File: config.mk
export PLATFORM = sky130hd
export DESIGN_NAME = uart_rx_buffer_flat
export DESIGN_NICKNAME = d
export VERILOG_FILES = /design/src/rtl/uart_pkg.sv /design/src/rtl/uart_rx_buffer_if.sv /design/src/rtl/sync_fifo.sv /design/src/rtl/uart_rx_buffer.sv /design/src/flat_wrapper.sv
export SDC_FILE = /design/constraint.sdc
export NUM_CORES = 1
export LEC_CHECK = 0
export ABC_AREA = 1
export BUFFER_PORTS_ARGS = -buffer_cell sky130_fd_sc_hd__clkbuf_2
export CAP_MARGIN = 20
export CORE_MARGIN = 2
export CORE_UTILIZATION = 56
export DETAILED_ROUTE_END_ITERATION = 10
export GPL_TIMING_DRIVEN = 0
export PLACE_DENSITY = 0.8
export RECOVER_POWER = 50
export SLEW_MARGIN = 20
export SYNTH_ARGS = -nofsm -noshare
export SYNTH_HDL_FRONTEND = slang
export SYNTH_SLANG_ARGS = --single-unit
File: constraint.sdc
create_clock -name clk -period 2 [get_ports clk]
set_clock_uncertainty 0.2 [all_clocks]
set_input_delay 0.2 -clock clk [delete_from_list [all_inputs] [get_ports clk]]
set_output_delay 0.2 -clock clk [all_outputs]
set_load 0.01 [all_outputs]
File: src/rtl/uart_pkg.sv
// rtl/uart_pkg.sv - shared UART receiver types, frame constants and helpers
//
// Contents:
//   rx_state_e            receiver FSM state encoding
//   DEFAULT_CLKS_PER_BIT  100 MHz / 115200 baud
//   DATA_BITS, STOP_BITS, PARITY_BITS, FRAME_BITS  frame geometry
//   even_parity()         parity bit that makes the byte plus parity even
package uart_pkg;

  typedef enum logic [2:0] {
    ST_IDLE   = 3'd0,
    ST_START  = 3'd1,
    ST_DATA   = 3'd2,
    ST_PARITY = 3'd3,
    ST_STOP   = 3'd4
  } rx_state_e;

  localparam int DEFAULT_CLKS_PER_BIT = 868;
  localparam int DATA_BITS            = 8;
  localparam int STOP_BITS            = 1;
`ifdef UART_RX_PARITY_EN
  localparam int PARITY_BITS          = 1;
`else
  localparam int PARITY_BITS          = 0;
`endif
  localparam int FRAME_BITS           = 1 + DATA_BITS + PARITY_BITS + STOP_BITS;

  function automatic logic even_parity(input logic [DATA_BITS-1:0] data);
    return ^data;
  endfunction

endpackage

File: src/rtl/uart_rx_buffer_if.sv
// rtl/uart_rx_buffer_if.sv - read/status bus between the receive buffer and its consumer
//
// Signals:
//   data_out    FIFO head byte (first-word fall-through)
//   data_valid  FIFO non-empty
//   count       occupancy, $clog2(DEPTH)+1 bits
//   overrun     sticky: byte dropped on full FIFO
//   frame_err   sticky: stop bit sampled low
//   parity_err  sticky: even-parity mismatch (0 in 8N1 builds)
//   rd_en       pop request
//   clr_err     clears the sticky flags
// Modports: master = receive buffer side, slave = consumer side.
interface uart_rx_buffer_if #(
  parameter int DEPTH = 16
) ();

  localparam int CNT_W = $clog2(DEPTH) + 1;

  logic [7:0]       data_out;
  logic             data_valid;
  logic [CNT_W-1:0] count;
  logic             overrun;
  logic             frame_err;
  logic             parity_err;
  logic             rd_en;
  logic             clr_err;

  modport master (
    output data_out, data_valid, count, overrun, frame_err, parity_err,
    input  rd_en, clr_err
  );

  modport slave (
    input  data_out, data_valid, count, overrun, frame_err, parity_err,
    output rd_en, clr_err
  );

endinterface

File: src/rtl/sync_fifo.sv
// rtl/sync_fifo.sv - single-clock first-word fall-through FIFO
//
// Ports:
//   clk, rst_n   clock, asynchronous active-low reset (pointers/count only)
//   wr_en        push request, wr_data stored when accepted
//   rd_en        pop request, ignored while empty
//   rd_data      head entry, valid while rd_valid
//   count        occupancy 0..DEPTH, never wraps
//   overflow     push refused this cycle (full and no pop)
module sync_fifo #(
  parameter int DEPTH = 16,
  parameter int WIDTH = 8,
  localparam int AW   = $clog2(DEPTH),
  localparam int CW   = AW + 1
) (
  input  logic             clk,
  input  logic             rst_n,
  input  logic             wr_en,
  input  logic [WIDTH-1:0] wr_data,
  input  logic             rd_en,
  output logic [WIDTH-1:0] rd_data,
  output logic             rd_valid,
  output logic [CW-1:0]    count,
  output logic             overflow
);

  localparam logic [CW-1:0] FULL_CNT = CW'(DEPTH);

  logic [WIDTH-1:0] mem [DEPTH];
  logic [AW-1:0]    wr_ptr;
  logic [AW-1:0]    rd_ptr;
  logic             empty;
  logic             full;
  logic             do_push;
  logic             do_pop;

  assign empty    = (count == '0);
  assign full     = (count == FULL_CNT);
  assign do_pop   = rd_en && !empty;
  // A pop in the same cycle frees the slot, so a full FIFO still accepts.
  assign do_push  = wr_en && (!full || do_pop);
  assign overflow = wr_en && full && !rd_en;

  assign rd_data  = mem[rd_ptr];
  assign rd_valid = !empty;

  // When full with push+pop, wr_ptr == rd_ptr: the head is read out this
  // cycle and overwritten at the same edge rd_ptr moves past it.
  always_ff @(posedge clk) begin
    if (do_push) begin
      mem[wr_ptr] <= wr_data;
    end
  end

  always_ff @(posedge clk or negedge rst_n) begin
    if (!rst_n) begin
      wr_ptr <= '0;
      rd_ptr <= '0;
      count  <= '0;
    end else begin
      if (do_push) wr_ptr <= wr_ptr + 1'b1;
      if (do_pop)  rd_ptr <= rd_ptr + 1'b1;
      case ({do_push, do_pop})
        2'b10:   count <= count + 1'b1;
        2'b01:   count <= count - 1'b1;
        default: count <= count;
      endcase
    end
  end

endmodule

File: src/rtl/uart_rx_buffer.sv
// rtl/uart_rx_buffer.sv - UART receiver (8N1, or 8E1 with UART_RX_PARITY_EN) feeding a byte FIFO
//
// Ports:
//   clk          sole clock, rising edge
//   rst_n        asynchronous active-low reset
//   uart_txd_in  asynchronous serial line, idle high
//   bus          uart_rx_buffer_if.master: data_out, data_valid, count,
//                overrun, frame_err, parity_err out; rd_en, clr_err in
// Parameters: CLKS_PER_BIT (>= 4), DEPTH (power of two, 2..256).
// Build option: define UART_RX_PARITY_EN for 8E1 framing with parity check.
module uart_rx_buffer
  import uart_pkg::*;
#(
  parameter int CLKS_PER_BIT = DEFAULT_CLKS_PER_BIT,
  parameter int DEPTH        = 16
) (
  input  logic             clk,
  input  logic             rst_n,
  input  logic             uart_txd_in,
  uart_rx_buffer_if.master bus
);

  localparam int CW = $clog2(CLKS_PER_BIT);
  localparam logic [CW-1:0] LAST_CNT = CW'(CLKS_PER_BIT - 1);
  localparam logic [CW-1:0] HALF_CNT = CW'(CLKS_PER_BIT / 2 - 1);
  localparam logic [2:0]    LAST_BIT = 3'(DATA_BITS - 1);

  // Synchronizer plus one history flop for falling-edge detection.
  logic sync_q1;
  logic rx_s;
  logic rx_prev;

  always_ff @(posedge clk or negedge rst_n) begin
    if (!rst_n) begin
      sync_q1 <= 1'b1;
      rx_s    <= 1'b1;
      rx_prev <= 1'b1;
    end else begin
      sync_q1 <= uart_txd_in;
      rx_s    <= sync_q1;
      rx_prev <= rx_s;
    end
  end

  rx_state_e     state, state_d;
  logic [CW-1:0] clk_cnt, clk_cnt_d;
  logic [2:0]    bit_cnt, bit_cnt_d;
  logic [7:0]    shift, shift_d;
  logic          push_q, push_d;
  logic          frame_set;
  logic          par_set;
`ifdef UART_RX_PARITY_EN
  logic          par_bad, par_bad_d;
`endif

  always_ff @(posedge clk or negedge rst_n) begin
    if (!rst_n) begin
      state <= ST_IDLE;
    end else begin
      state <= state_d;
    end
  end

  always_ff @(posedge clk or negedge rst_n) begin
    if (!rst_n) begin
      clk_cnt <= '0;
      bit_cnt <= '0;
      shift   <= '0;
      push_q  <= 1'b0;
`ifdef UART_RX_PARITY_EN
      par_bad <= 1'b0;
`endif
    end else begin
      clk_cnt <= clk_cnt_d;
      bit_cnt <= bit_cnt_d;
      shift   <= shift_d;
      push_q  <= push_d;
`ifdef UART_RX_PARITY_EN
      par_bad <= par_bad_d;
`endif
    end
  end

  always_comb begin
    state_d   = state;
    clk_cnt_d = clk_cnt;
    bit_cnt_d = bit_cnt;
    shift_d   = shift;
    push_d    = 1'b0;
    frame_set = 1'b0;
    par_set   = 1'b0;
`ifdef UART_RX_PARITY_EN
    par_bad_d = par_bad;
`endif
    unique case (state)
      ST_IDLE: begin
        if (rx_prev && !rx_s) begin
          state_d   = ST_START;
          clk_cnt_d = '0;
          bit_cnt_d = '0;
`ifdef UART_RX_PARITY_EN
          par_bad_d = 1'b0;
`endif
        end
      end
      ST_START: begin
        if (clk_cnt == HALF_CNT) begin
          // Line back high at mid-start: a glitch, drop silently.
          clk_cnt_d = '0;
          state_d   = rx_s ? ST_IDLE : ST_DATA;
        end else begin
          clk_cnt_d = clk_cnt + 1'b1;
        end
      end
      ST_DATA: begin
        if (clk_cnt == LAST_CNT) begin
          clk_cnt_d = '0;
          shift_d   = {rx_s, shift[7:1]};
          bit_cnt_d = bit_cnt + 1'b1;
          if (bit_cnt == LAST_BIT) begin
`ifdef UART_RX_PARITY_EN
            state_d = ST_PARITY;
`else
            state_d = ST_STOP;
`endif
          end
        end else begin
          clk_cnt_d = clk_cnt + 1'b1;
        end
      end
`ifdef UART_RX_PARITY_EN
      ST_PARITY: begin
        if (clk_cnt == LAST_CNT) begin
          clk_cnt_d = '0;
          state_d   = ST_STOP;
          if (rx_s != even_parity(shift)) begin
            par_set   = 1'b1;
            par_bad_d = 1'b1;
          end
        end else begin
          clk_cnt_d = clk_cnt + 1'b1;
        end
      end
`endif
      ST_STOP: begin
        if (clk_cnt == LAST_CNT) begin
          clk_cnt_d = '0;
          state_d   = ST_IDLE;
          if (!rx_s) begin
            frame_set = 1'b1;
`ifdef UART_RX_PARITY_EN
          end else if (!par_bad) begin
`else
          end else begin
`endif
            push_d = 1'b1;
          end
        end else begin
          clk_cnt_d = clk_cnt + 1'b1;
        end
      end
      default: begin
        state_d = ST_IDLE;
      end
    endcase
  end

  // push_q is registered, so the FIFO write lands one edge after the
  // stop sample; shift is untouched in IDLE and still holds the byte.
  logic [7:0]                fifo_data;
  logic                      fifo_valid;
  logic [$clog2(DEPTH):0]    fifo_count;
  logic                      fifo_overflow;

  sync_fifo #(
    .DEPTH (DEPTH),
    .WIDTH (8)
  ) u_fifo (
    .clk      (clk),
    .rst_n    (rst_n),
    .wr_en    (push_q),
    .wr_data  (shift),
    .rd_en    (bus.rd_en),
    .rd_data  (fifo_data),
    .rd_valid (fifo_valid),
    .count    (fifo_count),
    .overflow (fifo_overflow)
  );

  // Sticky flags: a set event in the same cycle beats clr_err.
  logic frame_err_q;
  logic overrun_q;

  always_ff @(posedge clk or negedge rst_n) begin
    if (!rst_n) begin
      frame_err_q <= 1'b0;
      overrun_q   <= 1'b0;
    end else begin
      if (frame_set)          frame_err_q <= 1'b1;
      else if (bus.clr_err)   frame_err_q <= 1'b0;
      if (fifo_overflow)      overrun_q   <= 1'b1;
      else if (bus.clr_err)   overrun_q   <= 1'b0;
    end
  end

`ifdef UART_RX_PARITY_EN
  logic parity_err_q;

  always_ff @(posedge clk or negedge rst_n) begin
    if (!rst_n) begin
      parity_err_q <= 1'b0;
    end else if (par_set) begin
      parity_err_q <= 1'b1;
    end else if (bus.clr_err) begin
      parity_err_q <= 1'b0;
    end
  end

  assign bus.parity_err = parity_err_q;
`else
  assign bus.parity_err = 1'b0;
`endif

  assign bus.data_out   = fifo_data;
  assign bus.data_valid = fifo_valid;
  assign bus.count      = fifo_count;
  assign bus.overrun    = overrun_q;
  assign bus.frame_err  = frame_err_q;

endmodule

File: src/flat_wrapper.sv
// flat-port wrapper written by rule: the top's interface ports become plain ports
module uart_rx_buffer_flat import uart_pkg::*;
#(
  parameter int CLKS_PER_BIT = DEFAULT_CLKS_PER_BIT,
  parameter int DEPTH        = 16
)
  (clk, rst_n, uart_txd_in, bus_data_out, bus_data_valid, bus_count, bus_overrun, bus_frame_err, bus_parity_err, bus_rd_en, bus_clr_err);
  uart_rx_buffer_if #(.DEPTH(DEPTH)) bus_i ();
  input  logic clk;
  input  logic rst_n;
  input  logic uart_txd_in;
  output wire logic [$bits(bus_i.data_out)-1:0] bus_data_out;
  output wire logic [$bits(bus_i.data_valid)-1:0] bus_data_valid;
  output wire logic [$bits(bus_i.count)-1:0] bus_count;
  output wire logic [$bits(bus_i.overrun)-1:0] bus_overrun;
  output wire logic [$bits(bus_i.frame_err)-1:0] bus_frame_err;
  output wire logic [$bits(bus_i.parity_err)-1:0] bus_parity_err;
  input wire logic [$bits(bus_i.rd_en)-1:0] bus_rd_en;
  input wire logic [$bits(bus_i.clr_err)-1:0] bus_clr_err;
  assign bus_data_out = bus_i.data_out;
  assign bus_data_valid = bus_i.data_valid;
  assign bus_count = bus_i.count;
  assign bus_overrun = bus_i.overrun;
  assign bus_frame_err = bus_i.frame_err;
  assign bus_parity_err = bus_i.parity_err;
  assign bus_i.rd_en = bus_rd_en;
  assign bus_i.clr_err = bus_clr_err;
  uart_rx_buffer #(.CLKS_PER_BIT(CLKS_PER_BIT), .DEPTH(DEPTH)) u_core (.clk(clk), .rst_n(rst_n), .uart_txd_in(uart_txd_in), .bus(bus_i));
endmodule
Yosys cells after proc, flatten, opt, wreduce, memory -nomap -nowiden
Memory sizes are Yosys's and may differ from the RTL's.
Index checks and enable logic that the tools add are counted.
W data, S select, Z words.
{"block": "word_totals", "wordCells": 82, "memories": 1, "ramBits": 128, "input_bits": 5, "reg_bits": 43}
{"block": "classes", "addsub": 6, "mux": 26, "n_reduce_logical": 22, "n_eq_ne": 14}
{"memory": "u_core.u_fifo.mem", "depth": 16, "word_bits": 8, "rd": 1, "rd_ports_with_merged_regs": 0, "wr": 1, "line_no": "sync_fifo.sv:29", "source": "logic [WIDTH-1:0] mem [DEPTH];"}
{"operator": "$mux W10", "n": 3}
{"operator": "$pmux W10 S3", "n": 1}
{"operator": "$mux W3", "n": 7}
{"operator": "$pmux W3 S4", "n": 1}
{"operator": "$mux W1", "n": 11}
{"operator": "$add A10 B1 Y10 const B", "n": 1}
{"operator": "$eq A10 B10 Y1 const B", "n": 1}
{"operator": "$eq A10 B9 Y1 const B", "n": 1}
{"operator": "$ne A2 B1 Y1 const B", "n": 5}
{"operator": "$pmux W5 S2", "n": 1}
{"operator": "$add A4 B1 Y4 const B", "n": 2}
{"operator": "$reduce_bool A2 Y1", "n": 4}
{"operator": "$eq A3 B3 Y1 const B", "n": 2}
{"operator": "$pmux W3 S2", "n": 1}
{"operator": "$add A5 B1 Y5 const B", "n": 1}
{"operator": "$eq A5 B5 Y1 const B", "n": 1}
{"operator": "$logic_and A1 B1 Y1", "n": 5}
{"operator": "$logic_not A5 Y1", "n": 1}
{"operator": "$reduce_and A5 Y1", "n": 1}
{"operator": "$sub A5 B1 Y5 const B", "n": 1}
{"operator": "$logic_not A1 Y1", "n": 4}
{"operator": "$reduce_and A2 Y1", "n": 2}
{"operator": "$add A3 B1 Y3 const B", "n": 1}
{"operator": "$eq A3 B1 Y1 const B", "n": 1}
{"operator": "9 further kinds", "n": 9}

Depth between registers and ports, before layout
{"block": "logic_depth", "ltp_word": 7, "mapped_depth": 15, "ltp_nobuf": 15}

By module
Synthesis repeated with hierarchy kept, for this count alone.
{"block": "unflattened", "hier_cells": 644, "hier_area_um2": 7559.8}
{"module": "sync_fifo", "cells_each": 441, "area_per_inst_um2": 5893.2, "seq_area_each_um2": 4169.0, "instances": 1}
{"module": "uart_rx_buffer", "cells_each": 203, "area_per_inst_um2": 1666.6, "seq_area_each_um2": 754.5, "instances": 1}

Least setup slack after synthesis
OpenSTA, ideal clock, no wires.
{"block": "synth_path", "path_type": "reg-to-reg", "from": "reg u_core.u_fifo.count[4]", "to": "mem u_core.u_fifo.mem[11][0] (enable)", "t_required_ns": 1.430, "setup_time_ns": 0.370, "path_slack_ns": 0.043, "period_less_slack_ns": 1.957, "t_arrival_ns": 1.387, "path_buffers": 0, "path_stages_with_launch": 8, "path_cell_list": "dfrtp_1 -> inv_1 -> nor2_1 -> nand3_1 -> nand2_1 -> inv_1 -> nand2_1 -> nor2_1"}
{"block": "synth_via", "elab_chain_cells": 7, "word_cells_on_any_way": 9}
{"element": "start: declaration", "line_no": "sync_fifo.sv:23", "source": "output logic [CW-1:0] count,"}
{"element": "start signal: assignment", "line_no": "sync_fifo.sv:64", "source": "2'b10: count <= count + 1'b1;"}
{"element": "start signal: assignment", "line_no": "sync_fifo.sv:65", "source": "2'b01: count <= count - 1'b1;"}
{"element": "start signal: assignment", "line_no": "sync_fifo.sv:66", "source": "default: count <= count;"}
{"element": "$logic_not A5 Y1", "line_no": "sync_fifo.sv:37", "source": "assign empty = (count == '0);"}
{"element": "$logic_not A1 Y1", "line_no": "sync_fifo.sv:39", "source": "assign do_pop = rd_en && !empty;"}
{"element": "$logic_and A1 B1 Y1", "line_no": "sync_fifo.sv:39"}
{"element": "$logic_or A1 B1 Y1 *", "line_no": "sync_fifo.sv:41", "source": "assign do_push = wr_en && (!full || do_pop);"}
{"element": "$logic_and A1 B1 Y1 *", "line_no": "sync_fifo.sv:41"}
{"element": "$mux W1 *", "line_no": "sync_fifo.sv:50", "source": "if (do_push) begin"}
{"element": "$mux W1 (not written as such) *", "line_no": "sync_fifo.sv:51", "source": "mem[wr_ptr] <= wr_data;"}
{"element": "end: declaration", "line_no": "sync_fifo.sv:29"}
Every way passes the cells marked *; elsewhere a longest branch is shown, timed or not.

Final worst setup path
{"block": "layout_path", "from": "reg u_core.u_fifo.rd_ptr[0]", "to": "out bus_data_out[5]"}
{"block": "layout_via", "elab_chain_cells": 1}
{"element": "start: declaration", "line_no": "sync_fifo.sv:31", "source": "logic [AW-1:0] rd_ptr;"}
{"element": "start signal: assignment", "line_no": "sync_fifo.sv:62", "source": "if (do_pop) rd_ptr <= rd_ptr + 1'b1;"}
{"element": "$mem_v2 Z16 W8"}
{"element": "end: declaration", "line_no": "flat_wrapper.sv:12", "source": "output wire logic [$bits(bus_i.data_out)-1:0] bus_data_out;"}
Every way passes these cells.

==> impl_metrics.py <==
metrics = {
    "route": {
        "ant_nets": 0,
        "vias": 5293,
        "dr.pass1.iters": 6,
        "drc": 0,
        "wirelength_mm": 18.7,
        "vias_per_cell": 6.22,
        "post_drt_wl_per_cell_microns": 21.9,
        "first_iter_violations": 798,
    },
    "clock_network": {
        "cts.reportedPaths.clkPinSlew_ns": 0.08,
        "cts.sinks": 171,
        "cts_tree": "done",
        "cts_made_buffers": 17,
        "insertion_delay_ns": 0.44,
        "cts_buffer_depth": 2,
        "cts-htree-levels": 4,
        "root_buffer": "clkbuf_16",
    },
    "synthesis": {
        "yosysMostFrequentCell": "edfxtp_1",
        "mappedNetlistNets": 618,
        "ys_ff_latch": 171,
        "synth-edff-count": 128,
        "synth_top_area_share_pct": 52.9,
        "synthFlopType": "edfxtp_1",
        "yosys-top-cells-count": "128 x edfxtp_1, 84 x nor2_1, 77 x nand2_1",
        "ys_types": 41,
        "synth.area.top_cells": "edfxtp_1 53%, dfrtp_1 14%, nor2_1 4.3%",
        "synthCells": 602,
        "async_flop_share_pct": 25.1,
        "synth_top_area_cell": "edfxtp_1",
        "yosysSeqAreaShare_pct": 67.7,
        "synth.avg_cell_area_sq_um": 12.1,
        "netlist_area_sq_um": 7270,
        "yosys_warnings": 0,
    },
    "global_route": {
        "grt_util_met2_pct": 42.4,
        "track_usage_pct": 26.4,
        "use_met3_pct": 6.93,
        "grt_pass1_wl_mm": 27.5,
        "grt.busiest_layer": "met2",
        "grt_use_met1_pct": 32.6,
        "grt.overflow.total": 0,
        "antenna_found_initial": 0,
        "first_global_vias": 5135,
        "grt_max_degree": 44,
    },
    "worst_hold_path": {
        "hp-class": "primary input to flip-flop",
    },
    "timing": {
        "fmax_mhz": 401,
        "final-setup-viol-count": 10,
        "worst_slack_ns": -0.496,
        "slew_headroom_pct": 26.0,
        "post-route-min-period_ns": 2.50,
        "setup_tns_ns": -3.70,
        "grt_setup_unrepaired": "true",
        "timing.final.max_slew_violations": 0,
        "hold_viol": 0,
        "max_slew.worst_pin.slew_ns": 1.11,
        "fin_crit_sh_pct": 125,
    },
    "floorplan": {
        "start_util_pct": 57.4,
        "die_x_microns": 118,
        "rows": 41,
        "coreArea_sq_um": 12700,
        "io_pins": 22,
        "die_h_microns": 118,
        "die-area_sq_um": 13900,
    },
    "layout": {
        "area_delta_synth_final_pct": 22.6,
        "final_cell_area_sq_um": 8910,
        "antenna_cells": 0,
        "drive_above_1_share_pct": 27.4,
        "nets": 682,
    },
    "job": {
        "drv.max_cap_violation_count": 0,
    },
    "setup_path": {
        "cp-end-kind": "output pin",
        "cp_data_required_time_ns": 1.60,
        "startpoint": "u_core.u_fifo.rd_ptr[0]",
        "start_kind": "flip-flop",
        "r2r_cells": 14,
        "rrSetupSlack_ns": -0.13,
        "crit_type": "flip-flop to output pin",
        "cp-endpoint": "bus_data_out[5]",
        "crit_fanout": 10,
        "rr_startpoint": "u_core.u_fifo.count[0]",
        "r2r-end": "u_core.u_fifo.count[4]",
        "crit_arrival_ns": 2.10,
    },
    "place": {
        "io_buffers": 20,
        "dp_hpwl_mm": 10.7,
        "post_dp_cell_area_sq_um": 7580,
        "globalplace.congestion": 0.951,
    },
    "pwr": {
        "p_leak_nw": 3.76,
        "peakVddDrop_uv": 1040,
        "powerDensity_nw_per_um2": 1350,
    },
    "status": {
        "status": "finished with violations",
        "violations": "negative setup slack",
    },
}
[worst max-delay path, stage by stage, from the launching register on]
cell and delay [ns]:
dfrtp_2 0.46, inv_2 0.15, buf_4 0.23, nor2_1 0.06, o221ai_1 0.27, o211ai_1 0.24
nand2_1 0.12, clkbuf_2 0.13
[through the flow]
stage	hold WS (ns)	power, mW	setup slack [ns]	cells	utilization (%)
2_1_floorplan	-0.296	6.50	0.0426	602	-
3_3_place_gp	0.0904	7.43	-0.283	794	59.8
3_5_place_dp	0.0897	7.61	-0.436	794	59.8
4_1_cts	0.0102	11.3	-0.375	839	68.0
6_report	0.0982	12.1	-0.496	851	70.3
5_1_grt	0.0886	12.5	-0.536	851	70.3
[report_power, final]
group          switching (mW)  leakage [nW]  internal (mW)
sequential              0.216          2.03           3.93
combinational            2.86          1.45           1.82
clock                    1.40         0.285           1.84
[worst min-delay path by stage]
stage / depth (start not counted) / slack, ns / start / endpoint
floorplan: 0 / -0.30 / rst_n / u_core.bit_cnt[0]
global placement: 1 / 0.09 / uart_txd_in / u_core.sync_q1
detailed placement: 1 / 0.09 / uart_txd_in / u_core.sync_q1
CTS: 3 / 0.01 / bus_rd_en / u_core.u_fifo.rd_ptr[0]
global route: 3 / 0.09 / bus_rd_en / u_core.u_fifo.rd_ptr[0]
finish: 3 / 0.1 / bus_rd_en / u_core.u_fifo.rd_ptr[0]
[cells by family (layout without fill, tap and decap cells)]
logic type               Yosys count  count (layout)  synth area share (%)
multiplexers                      24              24                  3.31
buffers and inverters             71             148                  3.92
flip-flops                       171             171                  67.7
adder cells (fa/ha/maj)           11              11                  1.89
XOR/XNOR                          10              10                  1.21
other                              1               1                0.0516
AND/OR/NAND/NOR                  209             209                  12.5
AO/OA/AOI/OAI                    105             105                  9.40
[final cells by class]
| class | instances | area [sq um] |
|---|---|---|
| Buffer | 22 | 224 |
| Clock buffer | 18 | 429 |
| Clock inverter | 14 | 145 |
| Fill cell | 802 | 3760 |
| Inverter | 47 | 184 |
| Multi-Input combinational cell | 360 | 2410 |
| Sequential cell | 171 | 4930 |
| Tap cell | 172 | 215 |
| Timing Repair Buffer | 47 | 378 |
[routing by layer]
metal / vias up / share of wire, %
met5: - / 0
met4: 0 / 4.6
met3: 72 / 9.8
met2: 328 / 49
met1: 2601 / 37
li1: 2292 / -
[state kept, by name (all words and copies together) (netlist names), 3 cells and up]
name and flops:
u_core.shift 8, u_core.u_fifo.count 5, u_core.u_fifo.wr_ptr 4, u_core.state 3, u_core.bit_cnt 3, u_core.u_fifo.rd_ptr 4, u_core.u_fifo.mem 128, u_core.clk_cnt 10
[cells in the final DEF, fill, tap and decap left out, drive strengths merged, types with 2 or more instances in the layout]
cell and instances:
a21oi 7, a22o 2, buf 36, bufinv 2, clkbuf 47, clkinv 9, dfrtp 40, dfstp 3
dlygate4sd3 4, edfxtp 128, ha 11, inv 49, mux2i 24, nand2 80, nand3 26, nand4 6
nor2 88, nor3 7, o211ai 5, o21ai 51, o221ai 24, o22ai 8, o32ai 5, xor2 9
[repair_timing]
action | in CTS | in global routing
gates resized for setup | 101 | 52
hold endpoints to repair | 43 | 0
hold buffers | 4 | 0
gates cloned | 0 | 2
setup buffers | 9 | 13
endpoints found under the setup margin | 137 | 149
pin swaps | 7 | 25
Note: power is estimated with default switching activity, not from simulation.
